## config.mk

```make
export PLATFORM = sky130hd
export DESIGN_NAME = can_tx_arbiter
export DESIGN_NICKNAME = d
export VERILOG_FILES = /design/src/rtl/can_tx_arbiter.sv
export SDC_FILE = /design/constraint.sdc
export NUM_CORES = 1
export LEC_CHECK = 0
export CAP_MARGIN = 20
export CELL_PAD_IN_SITES_DETAIL_PLACEMENT = 0
export CELL_PAD_IN_SITES_GLOBAL_PLACEMENT = 1
export CORE_AREA = 8 8 146 148
export CTS_CLUSTER_DIAMETER = 100
export DETAILED_ROUTE_END_ITERATION = 10
export DIE_AREA = 0 0 154 156
export DONT_BUFFER_PORTS = 1
export MAX_ROUTING_LAYER = met4
export PLACE_DENSITY = 0.68
export SLEW_MARGIN = 40
export SYNTH_ARGS = -nofsm -noshare
export SYNTH_HDL_FRONTEND = slang
export SYNTH_SLANG_ARGS = --single-unit
```

## constraint.sdc

```tcl
create_clock -name i_sys_clk -period 8.55 [get_ports i_sys_clk]
set_input_delay 0.855 -clock i_sys_clk [delete_from_list [all_inputs] [get_ports i_sys_clk]]
set_output_delay 0.855 -clock i_sys_clk [all_outputs]
set_load 0.03 [all_outputs]
```

## src/rtl/can_tx_arbiter.sv

```systemverilog
// -----------------------------------------------------------------------------
// can_tx_arbiter
//   Picks the head frame with the lowest 29-bit arbitration key (frame[127:99])
//   among the non-empty transmit FIFOs and offers it to the CAN transmit engine
//   over valid/ready. The owning FIFO is popped only after the engine confirms
//   transmission (or, with the retry limit built in, after the retry budget is
//   spent). Arbitration loss or a transmit error sends the FSM back to IDLE, so
//   every retry re-arbitrates and a newer, higher-priority frame can pre-empt.
//
//   Optional feature macro: CAN_TX_ARB_RETRY_LIMIT_EN
//     defined   : errors are counted per owning FIFO; the MAX_RETRY-th error
//                 pops the frame and pulses o_drop.
//     undefined : errors retry forever, o_drop is tied low, no counter exists.
//
// Ports
//   i_sys_clk, i_reset   clock, synchronous active-high reset
//   i_fifo_empty         per-FIFO empty flags
//   i_fifo_r_data        per-FIFO head frames, FIFO k at [128k+127:128k]
//   o_fifo_r_en          one-hot, one-cycle pop strobe
//   o_tx_valid/o_tx_frame/i_tx_ready   offer handshake to the engine
//   i_tx_done/i_tx_arb_lost/i_tx_error result pulses (honoured in BUSY only)
//   o_sel_idx            FIFO currently owned
//   o_busy               FSM not in IDLE
//   o_drop               frame discarded after the retry limit
// -----------------------------------------------------------------------------
module can_tx_arbiter #(
  parameter int NUM_FIFOS = 2,
  parameter int MAX_RETRY = 8,
  localparam int IDX_W    = $clog2(NUM_FIFOS)
) (
  input  logic                     i_sys_clk,
  input  logic                     i_reset,
  input  logic [NUM_FIFOS-1:0]     i_fifo_empty,
  input  logic [NUM_FIFOS*128-1:0] i_fifo_r_data,
  output logic [NUM_FIFOS-1:0]     o_fifo_r_en,
  output logic                     o_tx_valid,
  output logic [127:0]             o_tx_frame,
  input  logic                     i_tx_ready,
  input  logic                     i_tx_done,
  input  logic                     i_tx_arb_lost,
  input  logic                     i_tx_error,
  output logic [IDX_W-1:0]         o_sel_idx,
  output logic                     o_busy,
  output logic                     o_drop
);

  typedef enum logic [2:0] {
    S_IDLE, S_SELECT, S_OFFER, S_BUSY, S_POP
  } state_t;

  state_t state_q, state_d;

  logic [NUM_FIFOS-1:0][127:0] head;
  assign head = i_fifo_r_data;

  // ---------------------------------------------------------------------------
  // Winner search: strict '<' while scanning upward keeps the lowest index on
  // equal keys.
  // ---------------------------------------------------------------------------
  logic [IDX_W-1:0] win_idx;
  logic             win_vld;
  logic [28:0]      win_key;

  always_comb begin
    win_idx = '0;
    win_vld = 1'b0;
    win_key = '1;
    for (int i = 0; i < NUM_FIFOS; i++) begin
      if (!i_fifo_empty[i] && (!win_vld || head[i][127:99] < win_key)) begin
        win_vld = 1'b1;
        win_key = head[i][127:99];
        win_idx = IDX_W'(i);
      end
    end
  end

  logic [IDX_W-1:0]     sel_q, sel_d;
  logic [127:0]         frame_q, frame_d;
  logic [NUM_FIFOS-1:0] sel_oh;

  for (genvar g = 0; g < NUM_FIFOS; g++) begin : g_oh
    assign sel_oh[g] = (sel_q == IDX_W'(g));
  end

`ifdef CAN_TX_ARB_RETRY_LIMIT_EN
  logic [7:0] retry_q, retry_d;
  logic       dflag_q, dflag_d;
  logic [8:0] retry_inc;
  assign retry_inc = {1'b0, retry_q} + 9'd1;
`endif

  // ---------------------------------------------------------------------------
  // Next-state logic
  // ---------------------------------------------------------------------------
  always_comb begin
    state_d = state_q;
    sel_d   = sel_q;
    frame_d = frame_q;
`ifdef CAN_TX_ARB_RETRY_LIMIT_EN
    retry_d = retry_q;
    dflag_d = dflag_q;
`endif
    case (state_q)
      S_IDLE: if (~i_fifo_empty != '0) state_d = S_SELECT;
      S_SELECT: begin
        if (win_vld) begin
          state_d = S_OFFER;
          sel_d   = win_idx;
          frame_d = head[win_idx];
`ifdef CAN_TX_ARB_RETRY_LIMIT_EN
          // retry budget belongs to the owner; a new owner starts fresh
          if (win_idx != sel_q) retry_d = '0;
`endif
        end else begin
          state_d = S_IDLE;
        end
      end
      S_OFFER: if (i_tx_ready) state_d = S_BUSY;
      S_BUSY: begin
        if (i_tx_done) begin
          state_d = S_POP;
`ifdef CAN_TX_ARB_RETRY_LIMIT_EN
          retry_d = '0;
`endif
        end else if (i_tx_error) begin
          state_d = S_IDLE;
`ifdef CAN_TX_ARB_RETRY_LIMIT_EN
          retry_d = retry_inc[7:0];
          if (retry_inc >= 9'(MAX_RETRY)) begin
            state_d = S_POP;
            dflag_d = 1'b1;
          end
`endif
        end else if (i_tx_arb_lost) begin
          state_d = S_IDLE;
        end
      end
      S_POP: begin
        state_d = S_IDLE;
`ifdef CAN_TX_ARB_RETRY_LIMIT_EN
        retry_d = '0;
        dflag_d = 1'b0;
`endif
      end
      default: state_d = S_IDLE;
    endcase
  end

  // ---------------------------------------------------------------------------
  // State and registered outputs. Outputs are computed from the next state so
  // they line up with the state they belong to.
  // ---------------------------------------------------------------------------
  always_ff @(posedge i_sys_clk) begin
    if (i_reset) begin
      state_q     <= S_IDLE;
      sel_q       <= '0;
      frame_q     <= '0;
      o_tx_valid  <= 1'b0;
      o_fifo_r_en <= '0;
    end else begin
      state_q     <= state_d;
      sel_q       <= sel_d;
      frame_q     <= frame_d;
      o_tx_valid  <= (state_d == S_OFFER);
      // empty mask is belt and braces: the owned FIFO is never popped elsewhere
      o_fifo_r_en <= (state_d == S_POP) ? (sel_oh & ~i_fifo_empty) : '0;
    end
  end

`ifdef CAN_TX_ARB_RETRY_LIMIT_EN
  always_ff @(posedge i_sys_clk) begin
    if (i_reset) begin
      retry_q <= '0;
      dflag_q <= 1'b0;
      o_drop  <= 1'b0;
    end else begin
      retry_q <= retry_d;
      dflag_q <= dflag_d;
      o_drop  <= (state_d == S_POP) && dflag_d;
    end
  end
`else
  assign o_drop = 1'b0;
`endif

  assign o_sel_idx  = sel_q;
  assign o_tx_frame = frame_q;
  assign o_busy     = (state_q != S_IDLE);

endmodule

```

==> flow_results.xml <==
<?xml version="1.0" encoding="UTF-8"?>
<metrics>
  <group name="clocking">
    <metric name="cts.clk_slew.worst_paths" unit="ps">70</metric>
    <metric name="root_buffer" unit="">sky130_fd_sc_hd__clkbuf_16</metric>
    <metric name="cts-resized-gates" unit="">0</metric>
    <metric name="cts_tree" unit="">done</metric>
    <metric name="clock_sink_count" unit="">135</metric>
    <metric name="ctsHoldBuffers" unit="">0</metric>
    <metric name="cts_made_buffers" unit="">17</metric>
    <metric name="insertion_delay" unit="ps">410</metric>
    <metric name="htree_levels" unit="">4</metric>
    <metric name="post_cts_buffers" unit="">0</metric>
    <metric name="clk_path_buf_depth" unit="">2</metric>
  </group>
  <group name="sta">
    <metric name="final_max_slew_viol_count" unit="">0</metric>
    <metric name="finalSetupTns" unit="ps">0</metric>
    <metric name="max_slew_margin" unit="%">45.0</metric>
    <metric name="report.final.setup_viol" unit="">0</metric>
    <metric name="tightestPinTransition" unit="ps">825</metric>
    <metric name="worst_clock_skew" unit="ps">11.6</metric>
    <metric name="setup_repair_after_global_routing_missed_its_margin" unit="">no</metric>
    <metric name="fraction_of_the_cycle_the_final_worst_path_needs" unit="%">44.9</metric>
    <metric name="period_needed" unit="ps">3840</metric>
    <metric name="fmax" unit="MHz">260</metric>
    <metric name="hold-worst-slack" unit="ps">507</metric>
    <metric name="hold_violations" unit="">0</metric>
  </group>
  <group name="route">
    <metric name="detail_route.wl_per_cell" unit="um">25.9</metric>
    <metric name="post-route-drc-count" unit="">0</metric>
    <metric name="routed-via-count" unit="">6943</metric>
    <metric name="detail_route.first_pass.iterations" unit="">5</metric>
    <metric name="drt-vias-per-instance" unit="">6.56</metric>
    <metric name="initial_drc_count" unit="">545</metric>
    <metric name="drt_wl_total" unit="mm">27.4</metric>
    <metric name="number_of_routed_nets_with_antenna_violations" unit="">0</metric>
  </group>
  <group name="outcome">
    <metric name="status" unit="">finished, final reports clean</metric>
  </group>
  <group name="power">
    <metric name="leakage" unit="nW">2.49</metric>
    <metric name="worst_ir_drop_vdd" unit="mV">0.125</metric>
    <metric name="power_density" unit="mW/mm2">257</metric>
  </group>
  <group name="worst_hold_path">
    <metric name="hold_path.startpoint" unit="">i_reset</metric>
    <metric name="holdCritPathClass" unit="">in2reg</metric>
  </group>
  <group name="placement">
    <metric name="place_inst" unit="">1023</metric>
    <metric name="numPortBuffers" unit="">0</metric>
    <metric name="replace_congestion" unit="">0.838</metric>
    <metric name="sum_of_net_half_perimeters_after_detailed_placement" unit="mm">19.2</metric>
    <metric name="place_area" unit="mm2">0.00690</metric>
  </group>
  <group name="layout">
    <metric name="final_common_cell" unit="">sky130_fd_sc_hd__nor2_1</metric>
    <metric name="multi_input_comb_area" unit="mm2">0.00381</metric>
    <metric name="syn_to_final_growth" unit="%">8.38</metric>
    <metric name="final_cell_count_no_fill" unit="">1058</metric>
    <metric name="layout.cells.most_common_list" unit="">sky130_fd_sc_hd__nor2_1 (162), sky130_fd_sc_hd__dfxtp_1 (135), sky130_fd_sc_hd__nand3_1 (132)</metric>
    <metric name="final_core_utilization" unit="%">39.5</metric>
    <metric name="regArea" unit="mm2">0.00270</metric>
    <metric name="post-route-cell-area" unit="mm2">0.00754</metric>
    <metric name="layout.filler_cells" unit="">1967</metric>
    <metric name="post_route_cells_drive_above_1_share" unit="%">5.64</metric>
    <metric name="fin_nets" unit="">1096</metric>
  </group>
  <group name="floorplan">
    <metric name="num_io_pins" unit="">398</metric>
    <metric name="row_count" unit="">51</metric>
    <metric name="die_boundary_width" unit="um">154</metric>
    <metric name="dieArea" unit="mm2">0.0240</metric>
    <metric name="placeableCoreArea" unit="mm2">0.0191</metric>
    <metric name="starting_density_of_the_core" unit="%">36.5</metric>
    <metric name="chipHeight" unit="um">156</metric>
  </group>
  <group name="logic_synthesis">
    <metric name="synth-warning-count" unit="">0</metric>
    <metric name="avgSynthCellArea" unit="um2">7.90</metric>
    <metric name="syn-cell-area" unit="mm2">0.00696</metric>
    <metric name="synth_nets" unit="">1173</metric>
    <metric name="synth_cells" unit="">881</metric>
    <metric name="synthDistinctLibCells" unit="">38</metric>
    <metric name="synth_sequential_area_ratio" unit="%">38.8</metric>
    <metric name="synth_seq_cells" unit="">135</metric>
  </group>
  <group name="job">
    <metric name="maxCapViolations" unit="">0</metric>
  </group>
  <group name="critical_path">
    <metric name="worst-endpoint-arrival" unit="ps">4150</metric>
    <metric name="crit-reg2reg-launch" unit="">state_q[2]</metric>
    <metric name="critPathCaptureType" unit="">flip-flop</metric>
    <metric name="worst_path_required_time" unit="ps">8860</metric>
    <metric name="crit_path_max_fanout" unit="">72</metric>
    <metric name="critPathLaunchType" unit="">input pin</metric>
    <metric name="slowest_cell_on_the_critical_path" unit="">sky130_fd_sc_hd__buf_4</metric>
    <metric name="worstSetupPathType" unit="">in2reg</metric>
    <metric name="cp_slowest_stage_delay" unit="ps">750</metric>
    <metric name="crit_path_cell_trace" unit="">nor2_1 -&gt; ha_1 -&gt; a21oi_1 -&gt; o21ai_0 -&gt; a221oi_1 -&gt; a31o_4 -&gt; buf_4 -&gt; nand3_1 -&gt; a311oi_1</metric>
    <metric name="worst_setup_path_startpoint" unit="">i_fifo_empty[0]</metric>
  </group>
  <group name="global_routing">
    <metric name="maximum_number_of_pins_on_one_net_before_global_route_repair" unit="">134</metric>
    <metric name="grt_util_all_layers" unit="%">21.9</metric>
    <metric name="vias_in_the_first_global_route" unit="">6606</metric>
    <metric name="antenna_found_initial" unit="">4</metric>
    <metric name="globalRouteOverflowTotal" unit="">0</metric>
    <metric name="wire_length_of_the_first_global_routing_pass" unit="mm">40.3</metric>
  </group>
</metrics>
-- registers in the layout (all words and copies together), names as in the netlist --
name,flops
o_fifo_r_en,2
o_sel_idx,1
o_tx_frame,128
o_tx_valid,1
state_q,3
-- through the flow --
stage | total power [mW] | setup WS, ps
2_1_floorplan | 1.11 | 5120
3_3_place_gp | 1.16 | 4410
4_1_cts | 1.96 | 4760
5_1_grt | 2.03 | 4560
6_report | 1.94 | 4710
3_5_place_dp | 1.17 | 4330
-- critical path, delay by kind of cell --
kind / cells / cell delay (ps)
fa+ha+maj: 1 / 250
simple gates: 2 / 290
compound gates: 5 / 1950
buf+inv: 1 / 750
-- per-layer routing --
layer | track usage [%] | vias to the layer above | wire [um]
met2 | 35.9 | 376 | 13600
met4 | 8.77 | 0 | 688
met5 | - | - | 0
met1 | 22.6 | 3372 | 9960
li1 | - | 3153 | -
met3 | 10.2 | 42 | 3200
-- cell usage after synthesis --
| master | n | area share, % |
|---|---|---|
| sky130_fd_sc_hd__nor2_1 | 162 | 8.7 |
| sky130_fd_sc_hd__dfxtp_1 | 135 | 39 |
| sky130_fd_sc_hd__nand3_1 | 132 | 9.5 |
| sky130_fd_sc_hd__a311oi_1 | 128 | 16 |
| sky130_fd_sc_hd__o21ai_0 | 113 | 8.1 |
| sky130_fd_sc_hd__clkbuf_1 | 47 | 2.5 |
| sky130_fd_sc_hd__buf_2 | 37 | 2.7 |
| sky130_fd_sc_hd__ha_1 | 28 | 5.0 |
| sky130_fd_sc_hd__o21ai_1 | 20 | 1.4 |
| sky130_fd_sc_hd__a21oi_1 | 14 | 1.0 |
| sky130_fd_sc_hd__clkbuf_2 | 12 | 0.86 |
| sky130_fd_sc_hd__nand2_1 | 12 | 0.65 |
| sky130_fd_sc_hd__buf_4 | 7 | 0.76 |
| sky130_fd_sc_hd__nand4_1 | 4 | 0.36 |
| sky130_fd_sc_hd__and3_1 | 2 | 0.18 |
| sky130_fd_sc_hd__buf_1 | 2 | 0.11 |
| sky130_fd_sc_hd__inv_1 | 2 | 0.11 |
| sky130_fd_sc_hd__nand2b_1 | 2 | 0.18 |
| sky130_fd_sc_hd__nor4_1 | 2 | 0.18 |
| sky130_fd_sc_hd__or3_1 | 2 | 0.18 |
| sky130_fd_sc_hd__a211oi_1 | 1 | 0.11 |
| sky130_fd_sc_hd__a21boi_1 | 1 | 0.11 |
| sky130_fd_sc_hd__a221oi_1 | 1 | 0.13 |
| sky130_fd_sc_hd__a22o_1 | 1 | 0.13 |
| sky130_fd_sc_hd__a31o_2 | 1 | 0.13 |
| sky130_fd_sc_hd__a31oi_1 | 1 | 0.090 |
| sky130_fd_sc_hd__and2_1 | 1 | 0.090 |
| sky130_fd_sc_hd__conb_1 | 1 | 0.054 |
| sky130_fd_sc_hd__nand4_2 | 1 | 0.18 |
| sky130_fd_sc_hd__nor2b_1 | 1 | 0.090 |
| sky130_fd_sc_hd__nor3_2 | 1 | 0.14 |
| sky130_fd_sc_hd__nor4_4 | 1 | 0.31 |
| sky130_fd_sc_hd__o211a_1 | 1 | 0.14 |
| sky130_fd_sc_hd__o211ai_2 | 1 | 0.18 |
| sky130_fd_sc_hd__o21ba_1 | 1 | 0.14 |
| sky130_fd_sc_hd__o22ai_1 | 1 | 0.090 |
| sky130_fd_sc_hd__o311ai_1 | 1 | 0.13 |
| sky130_fd_sc_hd__o41ai_2 | 1 | 0.23 |
-- cell type report --
| type | count | area share, % |
|---|---|---|
| Multi-Input combinational cell | 639 | 50.6 |
| Antenna cell | 4 | 0.133 |
| Clock buffer | 20 | 5.92 |
| Sequential cell | 135 | 35.8 |
| Inverter | 2 | 0.0995 |
| Clock inverter | 11 | 2.31 |
| Timing Repair Buffer | 9 | 1.19 |
| Tap cell | 238 | 3.95 |
-- cell families after synthesis --
kind of cell / share of synthesized area, %
AO/OA/AOI/OAI: 28.3
adder cells (fa/ha/maj): 5.03
buffers and inverters: 7.03
flip-flops: 38.8
other: 0.0539
AND/OR/NAND/NOR: 20.8
-- final timing paths --
kind	to	slack (ps)	cells past startpoint
worst max-delay path	o_tx_frame[29]	4710	9
worst min-delay path	o_tx_frame[127]	510	1
worst max register to register	o_tx_frame[35]	6660	5
worst min register to register	o_fifo_r_en[0]	640	2
-- power breakdown --
group | switching, mW | internal (mW) | total (mW)
logic | 0.167 | 0.0974 | 0.264
registers | 0.193 | 0.699 | 0.892
clock network | 0.287 | 0.496 | 0.783
total | 0.647 | 1.29 | 1.94
Note: power is estimated with default switching activity, not from simulation.
